File: src/rtl/mem_port_arbiter_pkg.sv
// Shared types and defaults for the IF/MEM single-port RAM arbiter.
package mips_mem_pkg;

  localparam int ADDR_W_DEF      = 32;
  localparam int DATA_W_DEF      = 32;
  localparam int MAX_MEM_RUN_DEF = 4;

  typedef enum logic [1:0] {
    IDLE     = 2'd0,
    BUSY_IF  = 2'd1,
    BUSY_MEM = 2'd2
  } arb_state_t;

endpackage

File: src/rtl/mem_port_arbiter_if.sv
// Bundle of IF-stage, MEM-stage and RAM-side signals around the arbiter.
interface mem_port_arbiter_if #(
  parameter int ADDR_W = 32,
  parameter int DATA_W = 32
);
  logic              if_req;
  logic [ADDR_W-1:0] if_addr;
  logic [DATA_W-1:0] if_rdata;
  logic              if_valid;
  logic              if_stall;

  logic              mem_rd;
  logic              mem_wr;
  logic [ADDR_W-1:0] mem_addr;
  logic [DATA_W-1:0] mem_wdata;
  logic [DATA_W-1:0] mem_rdata;
  logic              mem_valid;
  logic              mem_stall;

  logic              ram_req;
  logic              ram_we;
  logic [ADDR_W-1:0] ram_addr;
  logic [DATA_W-1:0] ram_wdata;
  logic              ram_ack;
  logic [DATA_W-1:0] ram_rdata;

  // slave: the arbiter itself; master: the pipeline stages plus the RAM model
  modport slave (
    input  if_req, if_addr, mem_rd, mem_wr, mem_addr, mem_wdata, ram_ack, ram_rdata,
    output if_rdata, if_valid, if_stall, mem_rdata, mem_valid, mem_stall,
           ram_req, ram_we, ram_addr, ram_wdata
  );

  modport master (
    output if_req, if_addr, mem_rd, mem_wr, mem_addr, mem_wdata, ram_ack, ram_rdata,
    input  if_rdata, if_valid, if_stall, mem_rdata, mem_valid, mem_stall,
           ram_req, ram_we, ram_addr, ram_wdata
  );
endinterface

File: src/rtl/mem_port_arbiter.sv
// Arbitrates one single-port RAM between IF fetches and MEM loads/stores.
// state    | meaning
// IDLE     | no RAM access in flight; arbitrate pending requests
// BUSY_IF  | fetch in flight, waiting for ram_ack
// BUSY_MEM | load/store in flight, waiting for ram_ack
module mem_port_arbiter
  import mips_mem_pkg::*;
#(
  parameter int ADDR_W      = ADDR_W_DEF,
  parameter int DATA_W      = DATA_W_DEF,
  parameter int MAX_MEM_RUN = MAX_MEM_RUN_DEF
) (
  input logic clk,
  input logic rst,
  mem_port_arbiter_if.slave bus
);

  localparam int CNT_W = $clog2(MAX_MEM_RUN + 1);
  localparam logic [CNT_W-1:0] CNT_MAX = CNT_W'(MAX_MEM_RUN);

  arb_state_t        state, state_nx;
  logic [CNT_W-1:0]  starve_cnt, starve_nx;
  logic              we_q, we_nx;
  logic [ADDR_W-1:0] addr_q, addr_nx;
  logic [DATA_W-1:0] wdata_q, wdata_nx;
  logic              if_valid_q, if_valid_nx;
  logic              mem_valid_q, mem_valid_nx;
  logic [DATA_W-1:0] if_rdata_q, if_rdata_nx;
  logic [DATA_W-1:0] mem_rdata_q, mem_rdata_nx;
  logic              mem_op;
  logic              grant_mem;

  assign mem_op    = bus.mem_rd | bus.mem_wr;
  // MEM wins unless IF is waiting and MEM has used up its run allowance
  assign grant_mem = mem_op & (~bus.if_req | (starve_cnt < CNT_MAX));

  always_comb begin
    state_nx     = state;
    starve_nx    = starve_cnt;
    we_nx        = we_q;
    addr_nx      = addr_q;
    wdata_nx     = wdata_q;
    if_valid_nx  = 1'b0;
    mem_valid_nx = 1'b0;
    if_rdata_nx  = if_rdata_q;
    mem_rdata_nx = mem_rdata_q;
    case (state)
      IDLE: begin
        if (!bus.if_req) starve_nx = '0;
        if (grant_mem) begin
          state_nx = BUSY_MEM;
          addr_nx  = bus.mem_addr;
          wdata_nx = bus.mem_wdata;
          we_nx    = bus.mem_wr;
          if (bus.if_req && (starve_cnt < CNT_MAX)) starve_nx = starve_cnt + CNT_W'(1);
        end else if (bus.if_req) begin
          state_nx  = BUSY_IF;
          addr_nx   = bus.if_addr;
          we_nx     = 1'b0;
          starve_nx = '0;
        end
      end
      BUSY_IF: begin
        if (bus.ram_ack) begin
          state_nx    = IDLE;
          if_valid_nx = 1'b1;
          if_rdata_nx = bus.ram_rdata;
        end
      end
      BUSY_MEM: begin
        if (bus.ram_ack) begin
          state_nx     = IDLE;
          mem_valid_nx = 1'b1;
          if (!we_q) mem_rdata_nx = bus.ram_rdata;
        end
      end
      default: state_nx = IDLE;
    endcase
  end

  always_ff @(posedge clk) begin
    if (rst) begin
      state       <= IDLE;
      starve_cnt  <= '0;
      we_q        <= 1'b0;
      addr_q      <= '0;
      wdata_q     <= '0;
      if_valid_q  <= 1'b0;
      mem_valid_q <= 1'b0;
      if_rdata_q  <= '0;
      mem_rdata_q <= '0;
    end else begin
      state       <= state_nx;
      starve_cnt  <= starve_nx;
      we_q        <= we_nx;
      addr_q      <= addr_nx;
      wdata_q     <= wdata_nx;
      if_valid_q  <= if_valid_nx;
      mem_valid_q <= mem_valid_nx;
      if_rdata_q  <= if_rdata_nx;
      mem_rdata_q <= mem_rdata_nx;
    end
  end

  assign bus.ram_req   = (state != IDLE);
  assign bus.ram_we    = we_q;
  assign bus.ram_addr  = addr_q;
  assign bus.ram_wdata = wdata_q;
  assign bus.if_valid  = if_valid_q;
  assign bus.mem_valid = mem_valid_q;
  assign bus.if_rdata  = if_rdata_q;
  assign bus.mem_rdata = mem_rdata_q;
  // stalls depend only on requests and the valid registers, never on ram_ack
  assign bus.if_stall  = bus.if_req & ~if_valid_q;
  assign bus.mem_stall = mem_op & ~mem_valid_q;

endmodule

File: src/flat_wrapper.sv
// flat-port wrapper written by rule: the top's interface ports become plain ports
module mem_port_arbiter_flat import mips_mem_pkg::*;
#(
  parameter int ADDR_W      = ADDR_W_DEF,
  parameter int DATA_W      = DATA_W_DEF,
  parameter int MAX_MEM_RUN = MAX_MEM_RUN_DEF
)
  (clk, rst, bus_if_req, bus_if_addr, bus_mem_rd, bus_mem_wr, bus_mem_addr, bus_mem_wdata, bus_ram_ack, bus_ram_rdata, bus_if_rdata, bus_if_valid, bus_if_stall, bus_mem_rdata, bus_mem_valid, bus_mem_stall, bus_ram_req, bus_ram_we, bus_ram_addr, bus_ram_wdata);
  mem_port_arbiter_if #(.ADDR_W(ADDR_W), .DATA_W(DATA_W)) bus_i ();
  input logic clk;
  input logic rst;
  input wire logic [$bits(bus_i.if_req)-1:0] bus_if_req;
  input wire logic [$bits(bus_i.if_addr)-1:0] bus_if_addr;
  input wire logic [$bits(bus_i.mem_rd)-1:0] bus_mem_rd;
  input wire logic [$bits(bus_i.mem_wr)-1:0] bus_mem_wr;
  input wire logic [$bits(bus_i.mem_addr)-1:0] bus_mem_addr;
  input wire logic [$bits(bus_i.mem_wdata)-1:0] bus_mem_wdata;
  input wire logic [$bits(bus_i.ram_ack)-1:0] bus_ram_ack;
  input wire logic [$bits(bus_i.ram_rdata)-1:0] bus_ram_rdata;
  output wire logic [$bits(bus_i.if_rdata)-1:0] bus_if_rdata;
  output wire logic [$bits(bus_i.if_valid)-1:0] bus_if_valid;
  output wire logic [$bits(bus_i.if_stall)-1:0] bus_if_stall;
  output wire logic [$bits(bus_i.mem_rdata)-1:0] bus_mem_rdata;
  output wire logic [$bits(bus_i.mem_valid)-1:0] bus_mem_valid;
  output wire logic [$bits(bus_i.mem_stall)-1:0] bus_mem_stall;
  output wire logic [$bits(bus_i.ram_req)-1:0] bus_ram_req;
  output wire logic [$bits(bus_i.ram_we)-1:0] bus_ram_we;
  output wire logic [$bits(bus_i.ram_addr)-1:0] bus_ram_addr;
  output wire logic [$bits(bus_i.ram_wdata)-1:0] bus_ram_wdata;
  assign bus_i.if_req = bus_if_req;
  assign bus_i.if_addr = bus_if_addr;
  assign bus_i.mem_rd = bus_mem_rd;
  assign bus_i.mem_wr = bus_mem_wr;
  assign bus_i.mem_addr = bus_mem_addr;
  assign bus_i.mem_wdata = bus_mem_wdata;
  assign bus_i.ram_ack = bus_ram_ack;
  assign bus_i.ram_rdata = bus_ram_rdata;
  assign bus_if_rdata = bus_i.if_rdata;
  assign bus_if_valid = bus_i.if_valid;
  assign bus_if_stall = bus_i.if_stall;
  assign bus_mem_rdata = bus_i.mem_rdata;
  assign bus_mem_valid = bus_i.mem_valid;
  assign bus_mem_stall = bus_i.mem_stall;
  assign bus_ram_req = bus_i.ram_req;
  assign bus_ram_we = bus_i.ram_we;
  assign bus_ram_addr = bus_i.ram_addr;
  assign bus_ram_wdata = bus_i.ram_wdata;
  mem_port_arbiter #(.ADDR_W(ADDR_W), .DATA_W(DATA_W), .MAX_MEM_RUN(MAX_MEM_RUN)) u_core (.clk(clk), .rst(rst), .bus(bus_i));
endmodule
File: config.mk
export PLATFORM = sky130hd
export DESIGN_NAME = mem_port_arbiter_flat
export DESIGN_NICKNAME = d
export VERILOG_FILES = /design/src/rtl/mem_port_arbiter_pkg.sv /design/src/rtl/mem_port_arbiter_if.sv /design/src/rtl/mem_port_arbiter.sv /design/src/flat_wrapper.sv
export SDC_FILE = /design/constraint.sdc
export NUM_CORES = 1
export LEC_CHECK = 0
export CORE_ASPECT_RATIO = 0.8
export CORE_UTILIZATION = 45
export DETAILED_ROUTE_END_ITERATION = 12
export DONT_BUFFER_PORTS = 1
export PLACE_DENSITY = 0.68
export SETUP_SLACK_MARGIN = 0.02
export SLEW_MARGIN = 10
export SYNTH_ARGS = -nofsm -noshare
export SYNTH_HDL_FRONTEND = slang
export SYNTH_SLANG_ARGS = --single-unit
export TNS_END_PERCENT = 20
File: constraint.sdc
create_clock -name clk -period 1.9 [get_ports clk]
set_input_delay 0.38 -clock clk [delete_from_list [all_inputs] [get_ports clk]]
set_output_delay 0.38 -clock clk [all_outputs]
set_load 0.02 [all_outputs]
==> results of run 1 <==
==> logic make-up after synthesis <==
kind of cell,share of synthesized area
simple gates,0.2106
fa+ha+maj,0.009255
compound gates,0.2247
buf+inv,0.05206
flops,0.5035
==> worst register-to-register path, stage by stage, from the launching register on <==
cell      delay, ps
dfxtp_1         320
inv_1            90
ha_1            280
o31a_2          220
buf_12          290
nor2_1          130
a311oi_2        250
==> layout make-up <==
| type | count | share of cell area |
|---|---|---|
| Clock buffer | 18 | 0.07165 |
| Inverter | 3 | 0.001837 |
| Sequential cell | 136 | 0.4442 |
| Clock inverter | 13 | 0.03919 |
| Multi-Input combinational cell | 458 | 0.3929 |
| Timing Repair Buffer | 13 | 0.02000 |
| Tap cell | 148 | 0.03021 |
==> routing by layer <==
| metal | part of all wire | vias up | GRT usage | routed length, um |
|---|---|---|---|---|
| met1 | 0.36 | 2099 | 0.2368 | 5037 |
| met3 | 0.11 | 21 | 0.09275 | 1510 |
| met4 | 0.016 | 0 | 0.08156 | 219 |
| li1 | - | 2165 | - | - |
| met5 | 0 | - | 0 | 0 |
| met2 | 0.52 | 214 | 0.4110 | 7298 |
==> sequential cells by signal, summed over array words and instances (netlist names) <==
name	flops
u_core.bus.if_rdata	32
u_core.bus.if_valid	1
u_core.bus.mem_rdata	32
u_core.bus.mem_valid	1
u_core.bus.ram_addr	32
u_core.bus.ram_wdata	32
u_core.bus.ram_we	1
u_core.starve_cnt	3
u_core.state	2
==> through the flow <==
step	util	power (mW)	instances	setup slack, ps	cell area [um^2]
after detailed placement	0.4697	4.264	758	231.9	5450
after global routing	0.5282	8.273	789	46.67	6130
final	0.5282	7.947	789	142.1	6130
after CTS	0.5282	8.013	789	123.4	6130
after floorplan	-	4.153	654	428.1	5408
after global placement	0.4697	4.213	758	350.7	5450
==> worst max-delay path by stage <==
stage                               start                      end  slack, ps  cells past startpoint
final                     u_core.state[0]              bus_ram_req        140                      4
after detailed placement  u_core.state[0]  u_core.bus.ram_addr[29]        230                      6
after floorplan           u_core.state[0]     u_core.starve_cnt[0]        430                      5
after CTS                 u_core.state[0]              bus_ram_req        120                      4
after global placement    u_core.state[0]  u_core.bus.ram_addr[11]        350                      6
after global routing      u_core.state[0]              bus_ram_req         50                      4
==> where the power goes <==
part	internal, mW	switching, mW
combinational	0.280	0.431
sequential	3.07	0.410
clock	2.51	1.25
total	5.86	2.09
==> placed cells by master, fill, tap and decap left out, types with 2 or more instances in the layout <==
cell type	Yosys	final
a21oi_1	101	101
a311oi_1	2	2
a311oi_2	30	30
and2_1	2	2
buf_12	0	2
buf_4	1	11
bufinv_16	0	6
clkbuf_16	0	17
clkinv_4	0	3
dfxtp_1	136	136
ha_1	4	4
inv_1	3	3
inv_6	0	3
nand2_1	197	197
nand2b_1	2	2
nand3_1	35	35
nor2_1	37	37
nor2b_1	3	3
o21ai_0	26	26
o21ai_1	9	8
==> flow_summary.ini, run 1 <==
[run_status]
outcome = finished, final reports clean

[drt]
totalWireLength_um = 14070
via_count = 4499
drt_pass1_iterations = 5
remaining_drc_errors = 0
detail_route.vias_per_cell = 5.702
routedWlPerCell_um = 17.83
ant_nets = 0
drt_first_iter_violations = 297

[sta]
slew_headroom = 0.7102
timing.final.setup_violations = 0
maxSlewViolCount = 0
period_share = 0.9252
grt_setup_unrepaired = false
achievable_freq_mhz = 568.9
totalNegativeSetupSlack_ps = 0
min_period_ps = 1758
number_of_failing_hold_endpoints_at_the_final_stage = 0
final.hold.worst_slack_ps = 35.02
final.setup_skew_ps = 8.172
worstMarginPinSlew_ps = 433.7

[critical_path]
crit_required_ps = 1520
worst_ep_arrival_time_ps = 1380
crit_chain = inv_1 > ha_1 > inv_1 > buf_4
worst_r2r_endpoint = u_core.bus.ram_addr[25]
crit_slowest_cell = dfxtp_1
worst-path-buf-inv = 3
cell_depth_of_the_worst_flop_to_flop_path = 6
r2r-start = u_core.state[0]
worst-path-max-fanout = 7
critical-path-max-stage-delay_ps = 350
worst_setup_ep_type = output port
setup.worst_path.class = reg -> out
cp-start-kind = flip-flop
critical-path-top-cell-by-count = inv_1
reg2reg_setup_slack_ps = 240
critPathTopFamily = flip-flops

[final_layout]
design.final.nets = 767
n_antenna_cell = 0
sequential_cell_area_um2 = 2723
num-fill-cells = 1049
area.growth.synth_to_final_pct = 13.35
multi_input_area_um2 = 2409
drive_above_1_share = 0.1217

[clocking]
postCtsSetupBuffers = 0
cts_tree = yes
ctsHoldBuffers = 0
clk_pin_slew_worst_paths_ps = 60
cts.sinks = 136
clk_latency_ps = 410
cts.root.buffer_cell = clkbuf_16
htree_num_levels = 4
cts.repair.resized = 0
tritoncts_buffers = 17
clockBufferDepth = 2

[synthesis]
synth-async-reset-ratio = 0
synth_fp_nets = 792
synth_most_common_cell = nand2_1
synth.top_cell.area_share = 0.5035
synthesis.area_per_instance_um2 = 8.269
synth_cell_types = 29
synth_area_leaders = dfxtp_1 50%, nand2_1 14%, a21oi_1 9.3%
yosys_register_bits = 136
synth.top_cells.by_count = 197 x nand2_1, 136 x dfxtp_1, 101 x a21oi_1
synth-edff-count = 0
synth_top_flop_cell = dfxtp_1
synth_area_leader_cell = dfxtp_1
post_synth_instance_area_um2 = 5408
sequential_element_share_of_the_synthesized_area = 0.5035
syn-instance-count = 654
yosysWarningCount = 0

[global_route]
grt_remaining_overflow = 0
grt_start_max_net_pins = 137
grt_first_pass_wirelength_um = 22380
grt_antenna_before_repair = 0
grt_pass1_vias = 4403
globalRouteTotalUtil = 0.2265

[floorplanning]
top_level_ports = 268
chipWidth_um = 124.6
fp.dieH_um = 100.1
initial_core_util = 0.4660
die_footprint_um2 = 12460
coreArea_um2 = 11600
floorplan.rows = 35

[min_path]
worst_hold_path.num_cells = 1
hold_start = rst
hold_class = in -> reg
timing.hold.worst_endpoint = u_core.bus.ram_addr[19]

[power]
p_leak_nw = 2.193
vdd_ir_drop_max_mv = 0.6744
power-per-cell-area_nw_per_um2 = 1297

[placement]
portBuffers = 0
hpwl_um = 9525
globalplace.congestion = 0.7720

[job]
drv.max_cap_violation_count = 0
Power figures use the tool's default switching activity.
==> run 2, diff against run 1 <==
--- a/config.mk
+++ b/config.mk
@@ -6,7 +6,9 @@
 export NUM_CORES = 1
 export LEC_CHECK = 0
 export CORE_ASPECT_RATIO = 0.8
+export CORE_MARGIN = 10
 export CORE_UTILIZATION = 45
+export CTS_BUF_LIST = sky130_fd_sc_hd__clkbuf_8
 export DETAILED_ROUTE_END_ITERATION = 12
 export DONT_BUFFER_PORTS = 1
 export PLACE_DENSITY = 0.68
==> run 2 against run 1 <==
Effect of this change:
- sequential power about the same
- clock-buffer cell count decreased by 1
- sequential share of layout area increased by 1.6 points
- flip-flop and latch count unchanged
- via count increased by 0.73%
- clock power decreased by 35%
- setup slack improved by 37 ps
- routed wire length increased by 16%
- fmax increased by 2.1%
- utilization decreased by 2.0 points
- cell count increased by 0.51%
- design area decreased by 3.4%
- largest cell class unchanged
- highest routed layer unchanged
==> flow_summary.ini, run 2 (same netlist as run 1, synthesis figures left out) <==
[final_layout]
sequential_cell_area_um2 = 2723
final_common_cell = nand2_1
drive_above_1_share = 0.1209
n_antenna_cell = 0
num-fill-cells = 1053
fin_area_um2 = 5918
design.final.nets = 770
area.growth.synth_to_final_pct = 9.440
multi_input_area_um2 = 2411
layout_common_cells = 197 x nand2_1, 136 x dfxtp_1, 101 x a21oi_1
final_util = 0.5081
non_filler_instance_count_after_layout = 793

[sta]
totalNegativeSetupSlack_ps = 0
timing.final.setup_violations = 0
grt_setup_unrepaired = false
period_share = 0.9059
min_period_ps = 1721
slew_headroom = 0.2790
worstMarginPinSlew_ps = 1078
maxSlewViolCount = 0
number_of_failing_hold_endpoints_at_the_final_stage = 0
finalWorstSetupSlack_ps = 178.7
achievable_freq_mhz = 581.0
final.setup_skew_ps = 13.72
final.hold.worst_slack_ps = 57.23

[drt]
via_count = 4532
drt_pass1_iterations = 5
route.met3.wl_um = 2433
totalWireLength_um = 16370
detail_route.vias_per_cell = 5.715
max_used_layer = met4
remaining_drc_errors = 0
detailroute.wirelength.met2_um = 7889
wire_length_on_met1_um = 5840
ant_nets = 0
drt_first_iter_violations = 378
routedWlPerCell_um = 20.65

[global_route]
grt_remaining_overflow = 0
globalRouteTotalUtil = 0.1850
grt_pass1_vias = 4431
grt_antenna_before_repair = 0
grt_start_max_net_pins = 102
grt_first_pass_wirelength_um = 25000

[critical_path]
cell_depth_of_the_worst_flop_to_flop_path = 6
critical-path-max-stage-delay_ps = 330
crit_chain = inv_1 > ha_2 > inv_1 > buf_4
cp-start-kind = flip-flop
setup.worst_path.class = reg -> out
crit_required_ps = 1520
worst_setup_ep_type = output port
worst-path-max-fanout = 7
startpoint = u_core.state[0]
worst_ep_arrival_time_ps = 1340
r2r-start = u_core.state[0]
crit_slowest_cell = dfxtp_1
critical-path-top-cell-by-count = inv_1

[clocking]
clockBufferDepth = 2
clk_latency_ps = 420
tritoncts_buffers = 17
htree_num_levels = 4
cts.root.buffer_cell = clkbuf_8
postCtsSetupBuffers = 0
cts.sinks = 136
cts_tree = yes
clk_pin_slew_worst_paths_ps = 80

[floorplanning]
fp.dieH_um = 118.1
top_level_ports = 268
initial_core_util = 0.4642
die_footprint_um2 = 16830
floorplan.rows = 35
coreArea_um2 = 11650
chipWidth_um = 142.6

[placement]
placement.setup.worst_slack_ps = 216.7
portBuffers = 0
placement.cell_area_um2 = 5475
globalplace.congestion = 0.7837
dp.cells = 758
hpwl_um = 11680

[run_status]
outcome = finished, final reports clean

[power]
vdd_ir_drop_max_mv = 0.5590
overall_power_after_layout_mw = 6.705
power-per-cell-area_nw_per_um2 = 1133
p_leak_nw = 2.092

[min_path]
worst_hold_path.num_cells = 1
hold_start = rst
hold_class = in -> reg

[job]
drv.max_cap_violation_count = 0
## run 2: worst max-delay path: cells and delay by family, from the launching register on
family	cells	cell delay, ps
adders and majority gates	1	270
buffers and inverters	3	330
DFF	1	330
## run 2: timing repair
action | in CTS | in global routing
hold buffers | 3 | 0
gates resized for setup | 0 | 1
endpoints found under the setup margin | 0 | 1
endpoints found under the hold margin | 16 | 0
## run 2: worst paths after layout
path                                           endpoint  slack (ps)
worst min register to register     u_core.starve_cnt[1]         470
worst min-delay path                  u_core.bus.ram_we          60
worst max-delay path                        bus_ram_req         180
worst max register to register  u_core.bus.ram_addr[26]         300
## run 2: where the power goes
part	internal [mW]	switching [mW]
combinational	0.309	0.454
clock	1.30	1.15
sequential	3.07	0.427
total	4.68	2.03
## run 2: layer usage
metal | track usage | vias up
met5 | 0 | -
met4 | 0.05405 | 0
met3 | 0.1145 | 16
met2 | 0.3019 | 213
met1 | 0.1933 | 2135
li1 | - | 2168
## run 2: layout make-up
class | instances | share of cell area
clock buffer | 17 | 0.03953
clock inverter | 15 | 0.02981
multi-input combinational | 458 | 0.4074
inverter | 3 | 0.001903
timing repair buffer | 16 | 0.03002
tap | 148 | 0.03129
sequential | 136 | 0.4600
